### config.mk
export PLATFORM = sky130hd
export DESIGN_NAME = pipe_issue_ctrl
export DESIGN_NICKNAME = d
export VERILOG_FILES = /design/src/rtl/pipe_issue_ctrl.sv
export SDC_FILE = /design/constraint.sdc
export NUM_CORES = 1
export LEC_CHECK = 0
export ABC_AREA = 1
export BUFFER_PORTS_ARGS = -buffer_cell sky130_fd_sc_hd__buf_2
export CORE_MARGIN = 2
export CORE_UTILIZATION = 53
export DETAILED_ROUTE_END_ITERATION = 10
export PLACE_DENSITY = 0.89
export SYNTH_ARGS = -nofsm -noshare
export SYNTH_HDL_FRONTEND = slang
export SYNTH_SLANG_ARGS = --single-unit
### constraint.sdc
create_clock -name clk -period 3.1 [get_ports clk]
set_input_delay 0.93 -clock clk [delete_from_list [all_inputs] [get_ports clk]]
set_output_delay 0.93 -clock clk [all_outputs]
set_load 0.005 [all_outputs]
### src/rtl/pipe_issue_ctrl.sv
// rtl/pipe_issue_ctrl.sv - issue controller for a fixed-latency wave-pipelined datapath
// Tokens track wavefronts; credits reserve FIFO space at issue so a capture never overflows.
module pipe_issue_ctrl #(
  parameter int IN_W  = 27,
  parameter int OUT_W = 6,
  parameter int LAT   = 9,
  parameter int II    = 1,
  parameter int DEPTH = 4
) (
  input  logic             clk,
  input  logic             rst,
  input  logic             i_in_valid,
  output logic             o_in_ready,
  input  logic [IN_W-1:0]  i_in_data,
  output logic [IN_W-1:0]  o_dp_in,
  input  logic [OUT_W-1:0] i_dp_out,
  output logic             o_out_valid,
  input  logic             i_out_ready,
  output logic [OUT_W-1:0] o_out_data,
  output logic             o_busy
);
  localparam int CW  = $clog2(DEPTH + 1);
  localparam int CW1 = CW + 1;
  localparam int AW  = (DEPTH > 1) ? $clog2(DEPTH) : 1;
  localparam int GW  = (II > 1) ? $clog2(II) : 1;

  localparam logic [CW1-1:0] DEPTH_C  = CW1'(DEPTH);
  localparam logic [GW-1:0]  GAP_LOAD = GW'(II - 1);
  localparam logic [AW-1:0]  LAST_PTR = AW'(DEPTH - 1);

  logic [IN_W-1:0]  r_dp_in;
  logic [LAT-1:0]   r_tok_sr;
  logic [CW-1:0]    r_inflight;
  logic [CW-1:0]    r_occ;
  logic [GW-1:0]    r_gap;
  logic [AW-1:0]    r_wr_ptr;
  logic [AW-1:0]    r_rd_ptr;
  logic [OUT_W-1:0] r_mem [DEPTH];

  logic           w_accept;
  logic           w_capture;
  logic           w_pop;
  logic [LAT-1:0] w_tok_nxt;
  logic [CW-1:0]  w_inflight_nxt;
  logic [CW-1:0]  w_occ_nxt;
  logic [CW1-1:0] w_credit;

  function automatic logic [AW-1:0] ptr_inc(input logic [AW-1:0] p);
    return (p == LAST_PTR) ? '0 : p + AW'(1);
  endfunction

  // Ready is a pure function of registered state; a same-edge pop cannot free a credit early.
  assign w_credit    = DEPTH_C - {1'b0, r_inflight} - {1'b0, r_occ};
  assign o_in_ready  = (w_credit != '0) && (r_gap == '0);
  assign w_accept    = i_in_valid && o_in_ready;
  assign w_capture   = r_tok_sr[LAT-1];
  assign o_out_valid = (r_occ != '0);
  assign w_pop       = o_out_valid && i_out_ready;
  assign o_out_data  = r_mem[r_rd_ptr];
  assign o_busy      = (r_inflight != '0) || (r_occ != '0);
  assign o_dp_in     = r_dp_in;

  always_comb begin
    w_tok_nxt    = r_tok_sr << 1;
    w_tok_nxt[0] = w_accept;

    w_inflight_nxt = r_inflight;
    case ({w_accept, w_capture})
      2'b10:   w_inflight_nxt = r_inflight + CW'(1);
      2'b01:   w_inflight_nxt = r_inflight - CW'(1);
      default: w_inflight_nxt = r_inflight;
    endcase

    w_occ_nxt = r_occ;
    case ({w_capture, w_pop})
      2'b10:   w_occ_nxt = r_occ + CW'(1);
      2'b01:   w_occ_nxt = r_occ - CW'(1);
      default: w_occ_nxt = r_occ;
    endcase
  end

  always_ff @(posedge clk or posedge rst) begin
    if (rst) begin
      r_dp_in    <= '0;
      r_tok_sr   <= '0;
      r_inflight <= '0;
      r_occ      <= '0;
      r_gap      <= '0;
      r_wr_ptr   <= '0;
      r_rd_ptr   <= '0;
    end else begin
      r_tok_sr   <= w_tok_nxt;
      r_inflight <= w_inflight_nxt;
      r_occ      <= w_occ_nxt;
      if (w_accept) begin
        r_dp_in <= i_in_data;
        r_gap   <= GAP_LOAD;
      end else if (r_gap != '0) begin
        r_gap <= r_gap - GW'(1);
      end
      if (w_capture) r_wr_ptr <= ptr_inc(r_wr_ptr);
      if (w_pop)     r_rd_ptr <= ptr_inc(r_rd_ptr);
    end
  end

  // Storage needs no reset: occupancy alone decides what is visible.
  always_ff @(posedge clk) begin
    if (w_capture) r_mem[r_wr_ptr] <= i_dp_out;
  end

endmodule

==> results of run 1 <==
[worst max-delay path, stage by stage, from the launching register on]
cell and delay [ns]:
dfrtp_1 0.41, ha_1 0.31, inv_1 0.06, ha_1 0.17, fa_2 0.44, nor2_2 0.17
nand2_4 0.08, buf_2 0.12
[final timing paths]
path	cells past startpoint	to	slack, ns	from
min in group asynchronous	2	r_occ[1]$_DFFE_PP0P_	0.79	rst
setup / recovery	7	o_in_ready	0.09	r_inflight[1]$_DFFE_PP0P_
max in group asynchronous	2	o_dp_in[6]$_DFFE_PP0P_	1.72	rst
hold reg to reg	0	r_tok_sr[1]$_DFF_PP0_	0.35	r_tok_sr[0]$_DFF_PP0_
setup reg to reg	14	r_inflight[2]$_DFFE_PP0P_	0.21	r_inflight[1]$_DFFE_PP0P_
hold / removal	0	r_tok_sr[1]$_DFF_PP0_	0.35	r_tok_sr[0]$_DFF_PP0_
[power by group]
| part | total, mW | switching, mW | internal, mW |
|---|---|---|---|
| logic | 1.34 | 0.785 | 0.553 |
| registers | 1.52 | 0.207 | 1.31 |
| clock network | 0.838 | 0.336 | 0.502 |
| total | 3.69 | 1.33 | 2.36 |
[layout by cell type, fill, tap and decap left out]
master / Yosys / layout
edfxtp_1: 24 / 24
clkbuf_1: 1 / 1
inv_1: 29 / 28
ha_1: 11 / 11
o22ai_1: 6 / 6
nand2_4: 0 / 1
nand2_1: 72 / 71
xnor2_1: 2 / 2
nor2_2: 1 / 1
nor2_1: 13 / 13
nand3_1: 29 / 29
nand2_2: 2 / 2
dfrtp_1: 46 / 46
buf_4: 0 / 4
inv_2: 0 / 1
or2_2: 1 / 1
fa_1: 3 / 2
bufinv_16: 0 / 2
inv_6: 0 / 1
a21oi_1: 1 / 1
xor2_1: 2 / 2
o21ai_0: 18 / 18
nand3b_1: 2 / 2
buf_2: 6 / 72
clkbuf_8: 0 / 11
fa_2: 0 / 1
clkinv_4: 0 / 1
[registers in the layout (all words and copies together), names as in the netlist]
register and flops:
o_dp_in 27, r_inflight 3, r_mem 24, r_occ 3
r_rd_ptr 2, r_tok_sr 9, r_wr_ptr 2
[kinds of logic after synthesis]
family	after synthesis	share of synthesized area
AO/OA/AOI/OAI	25	0.04511
XOR/XNOR	4	0.01192
adder cells (fa/ha/maj)	14	0.06723
buffers and inverters	41	0.06766
flip-flops	70	0.6366
AND/OR/NAND/NOR	120	0.1715
[per-stage QoR]
step	utilization	worst slack, ns	hold WS (ns)
floorplan	-	0.3703	0.3312
global route	0.6570	0.01217	0.3643
finish	0.6570	0.09310	0.3548
detailed placement	0.6110	0.2184	0.3402
CTS	0.6561	0.04038	0.3589
global placement	0.6110	0.3720	0.3352
[final cells by class]
class                      count  area [um^2]  share of cell area
clock inverter                 4        77.57             0.02171
inverter                      29        108.9             0.03046
multi-input combinational    163        879.6              0.2461
timing repair buffer          76        390.4              0.1092
tap                           72        90.09             0.02521
sequential                    70         1872              0.5238
clock buffer                  12        155.1             0.04342
[per-layer routing]
| layer | up-vias | routed length, um | global-route usage |
|---|---|---|---|
| li1 | 1034 | - | - |
| met1 | 1029 | 2483 | 0.2538 |
| met2 | 78 | 2923 | 0.3422 |
| met3 | 2 | 352 | 0.05977 |
| met4 | 0 | 41 | 0.07895 |
| met5 | - | 0 | 0 |
[timing repair]
| action | in CTS | in global routing |
|---|---|---|
| endpoints found under the setup margin | 1 | 1 |
| setup buffers | 1 | 0 |
| resized for setup | 1 | 2 |
| hold buffers | 0 | 0 |
| pin swaps | 1 | 0 |
==> impl_metrics.json, run 1 <==
{
  "status": "complete, no violations",
  "timing.final.max_slew_violations": 0,
  "synth.top_cell.area_share": 0.3915,
  "gp_congestion": 0.7551,
  "powerDensity_nw_per_um2": 1033,
  "path_max_fanout": 3,
  "rsz0062_at_grt": "no",
  "syn_inst": 274,
  "synth-async-reset-ratio": 0.6571,
  "stdcell_count": 426,
  "hold_viol_final": 0,
  "grt_usage": 0.2050,
  "routed_wl_mm": 5.800,
  "yosysMostFrequentCell": "nand2_1",
  "dp.cells": 409,
  "synth-seq-cells": 70,
  "seq_area_frac_synth": 0.6366,
  "max-vdd-ir-drop_mv": 0.7407,
  "placed_area_um2": 3323,
  "fmaxAchievable_mhz": 332.6,
  "crit_path_start_kind": "register",
  "clockRootBuffer": "clkbuf_8",
  "worstPathRequired_ns": 2.17,
  "dp_hpwl_mm": 3.986,
  "ios": 73,
  "cp.arrival_ns": 2.08,
  "die_area_um2": 6160,
  "overflow": 0,
  "ys.warnings.count": 0,
  "relSlewSlack": 0.3876,
  "die_x_um": 78.49,
  "grt_pass1_vias": 2110,
  "design_area_um2": 3573,
  "initial_core_util": 0.5406,
  "drive_gt1_frac": 0.2768,
  "postRouteAntennaNets": 0,
  "via_per_inst": 5.031,
  "io_buffers": 72,
  "endpoint_kind": "output pin",
  "period_share": 0.9700,
  "vias": 2143,
  "cts_tree": "yes",
  "die_h_um": 78.49,
  "grt_pass1_wl_mm": 9.570,
  "diodes": 0,
  "first_iter_violations": 75,
  "maxCapViolCount": 0,
  "hold_class": "reg -> reg",
  "p_total_mw": 3.692,
  "fp-row-count": 27,
  "fill_cells": 415,
  "drc": 0,
  "post-synth-top-area-cell": "dfrtp_1",
  "path_clk_slew_ns": 0.07,
  "routedWlPerCell_um": 13.62,
  "ctsHtreeMaxLevel": 3,
  "criticalPathCategory": "reg -> out",
  "avgSynthCellArea_um2": 10.73,
  "grt_max_degree": 47,
  "synth_cell_types": 20,
  "synth_edf_count": 24,
  "setup_viol": 0,
  "layout_min_cycle_time_ns": 3.007,
  "firstDrtPassIters": 4,
  "synth_fp_nets": 325,
  "synthTopCellsByArea": "dfrtp_1 39%, edfxtp_1 25%, nand2_1 9.2%",
  "p_leak_nw": 1.820,
  "synthTopCellsByCount": "72 x nand2_1, 46 x dfrtp_1, 29 x inv_1, 29 x nand3_1, 24 x edfxtp_1",
  "nNetsFinal": 400,
  "syn-cell-area_um2": 2940,
  "cts-buffers-inserted": 9,
  "cts_buffer_depth": 2,
  "clk-insertion-delay-late_ns": 0.33,
  "area_delta_synth_final_pct": 21.53,
  "antenna_found_initial": 0,
  "worstMarginPinSlew_ns": 0.9173,
  "ys.flop_type": "dfrtp_1",
  "cts.sinks": 70,
  "core_um2": 5439,
  "totalNegativeSetupSlack_ns": 0,
  "fin_skew_ns": 0.004892
}
(Power assumes the default switching activity.)
==> inputs of run 2 (changes only) <==
CORE_UTILIZATION = 50   (was 53)
PLACE_DENSITY = 0.86   (was 0.89)
==> run 2 against run 1 <==
Clock-buffer cell count is 1 lower. Die area increased by 5.7%. Critical endpoint unchanged. First-iteration DRC count is the same. Combinational power about the same. Via count shrank 1.3%. Sequential power about the same. Cell count rose by 0.23%. Clock skew barely moved. Design area shrank 1.1%. Largest power group unchanged. Wire length down 5.6%. Clock power fell by 16%.
==> impl_metrics.json, run 2 (synthesis gave the netlist of run 1 again) <==
{
  "status": "complete, no violations",
  "area_delta_synth_final_pct": 20.17,
  "placed_area_um2": 3323,
  "routedWlPerCell_um": 12.83,
  "die_h_um": 80.69,
  "reg2reg_depth": 17,
  "io_buffers": 72,
  "dp.cells": 409,
  "relSlewSlack": 0.3907,
  "ios": 73,
  "worstMarginPinSlew_ns": 0.9127,
  "gp_congestion": 0.7503,
  "endpoint_kind": "output pin",
  "powerDensity_nw_per_um2": 1001,
  "design_area_um2": 3533,
  "totalNegativeSetupSlack_ns": 0,
  "cts.sinks": 70,
  "core_um2": 5608,
  "overflow": 0,
  "setup_viol": 0,
  "drive_gt1_frac": 0.2704,
  "die_x_um": 80.69,
  "nNetsFinal": 401,
  "routed.top_layer": "met4",
  "worst-r2r-setup-slack_ns": 0.27,
  "die_area_um2": 6510,
  "cts_tree": "yes",
  "cp.arrival_ns": 2.06,
  "fill_cells": 474,
  "timing.final.max_slew_violations": 0,
  "fp-row-count": 27,
  "clk-insertion-delay-late_ns": 0.34,
  "hold_viol_final": 0,
  "ctsHtreeMaxLevel": 3,
  "path_max_fanout": 3,
  "whs_ns": 0.3503,
  "grt_usage": 0.1850,
  "period_share": 0.9649,
  "worstPathRequired_ns": 2.17,
  "r2r-end": "r_inflight[2]$_DFFE_PP0P_",
  "layout_min_cycle_time_ns": 2.991,
  "routed_wl_mm": 5.478,
  "holdPathStages": 0,
  "cts-buffers-inserted": 9,
  "wl_met2_mm": 2.614,
  "max-vdd-ir-drop_mv": 0.6968,
  "min-delay-start": "r_tok_sr[6]$_DFF_PP0_",
  "postRouteAntennaNets": 0,
  "drc": 0,
  "grt_pass1_vias": 2037,
  "vias": 2116,
  "cts_hold_buffers": 0,
  "largest_reg_flops": 27,
  "maxCapViolCount": 0,
  "grt_max_degree": 47,
  "diodes": 0,
  "fin_skew_ns": 0.004444,
  "antenna_found_initial": 0,
  "initial_core_util": 0.5243,
  "layout_common_cells": "72 x nand2_1, 72 x buf_2, 46 x dfrtp_1",
  "cts_buffer_depth": 2,
  "hold_class": "reg -> reg",
  "path_clk_slew_ns": 0.07,
  "r2r_start": "r_inflight[1]$_DFFE_PP0P_",
  "grt_pass1_wl_mm": 8.825,
  "rsz0062_at_grt": "no",
  "firstDrtPassIters": 4,
  "met1_length_mm": 2.329,
  "wl_met3_um": 437,
  "clockRootBuffer": "clkbuf_8",
  "crit_path_start_kind": "register",
  "via_per_inst": 4.956,
  "stdcell_count": 427,
  "fmaxAchievable_mhz": 334.3,
  "criticalPathCategory": "reg -> out",
  "p_leak_nw": 1.798,
  "dp_hpwl_mm": 3.819,
  "holdPathEnd": "r_tok_sr[7]$_DFF_PP0_",
  "first_iter_violations": 75
}
==> run 2: per-layer routing <==
metal | global-route usage | vias up
met1 | 0.2033 | 1004
met5 | 0 | -
met4 | 0.08136 | 0
met2 | 0.3150 | 66
met3 | 0.07416 | 9
li1 | - | 1037
==> run 2: worst max-delay path by stage <==
stage	startpoint	depth (start not counted)	end	slack, ns
floorplan	r_inflight[1]$_DFFE_PP0P_	14	r_inflight[2]$_DFFE_PP0P_	0.37
global placement	r_inflight[1]$_DFFE_PP0P_	13	r_inflight[2]$_DFFE_PP0P_	0.37
detailed placement	r_inflight[1]$_DFFE_PP0P_	16	r_inflight[2]$_DFFE_PP0P_	0.26
CTS	r_inflight[1]$_DFFE_PP0P_	9	o_in_ready	0.02
global route	r_inflight[1]$_DFFE_PP0P_	7	o_in_ready	0.01
finish	r_inflight[1]$_DFFE_PP0P_	9	o_in_ready	0.11
==> run 2: worst max-delay path, cell delays in order (launching register included) <==
cell	delay (ns)
dfrtp_1	0.40
ha_1	0.29
inv_1	0.04
ha_1	0.19
fa_1	0.39
inv_1	0.07
nand2_1	0.05
nand2_1	0.10
nand2_4	0.07
buf_2	0.12
==> run 2: cell type report <==
class / instances / area (um^2) / share of cell area
well taps: 72 / 90.09 / 0.02550
clock inverters: 5 / 58.81 / 0.01664
flip-flops and latches: 70 / 1872 / 0.5297
repair buffers: 77 / 397.9 / 0.1126
inverters: 29 / 108.9 / 0.03081
multi-input cells: 163 / 874.6 / 0.2475
clock buffers: 11 / 131.4 / 0.03718
==> run 2: timing repair <==
action / in CTS / in global routing
resized for setup: 1 / 0
gates cloned: 0 / 0
buffers inserted: 0 / 2
setup endpoints to repair: 1 / 1
pin swaps: 0 / 2
==> run 2: power breakdown <==
part,internal [mW],switching (mW)
clock network,0.373,0.326
logic,0.557,0.767
registers,1.31,0.202
total,2.24,1.30
==> run 2: per-stage QoR <==
step                setup WS, ns    util  total power [mW]
detailed placement        0.2630  0.5926             2.820
global route             0.01364  0.6301             3.841
CTS                      0.01578  0.6274             3.547
global placement          0.3706  0.5926             2.749
floorplan                 0.3703       -             2.390
finish                    0.1088  0.6301             3.536
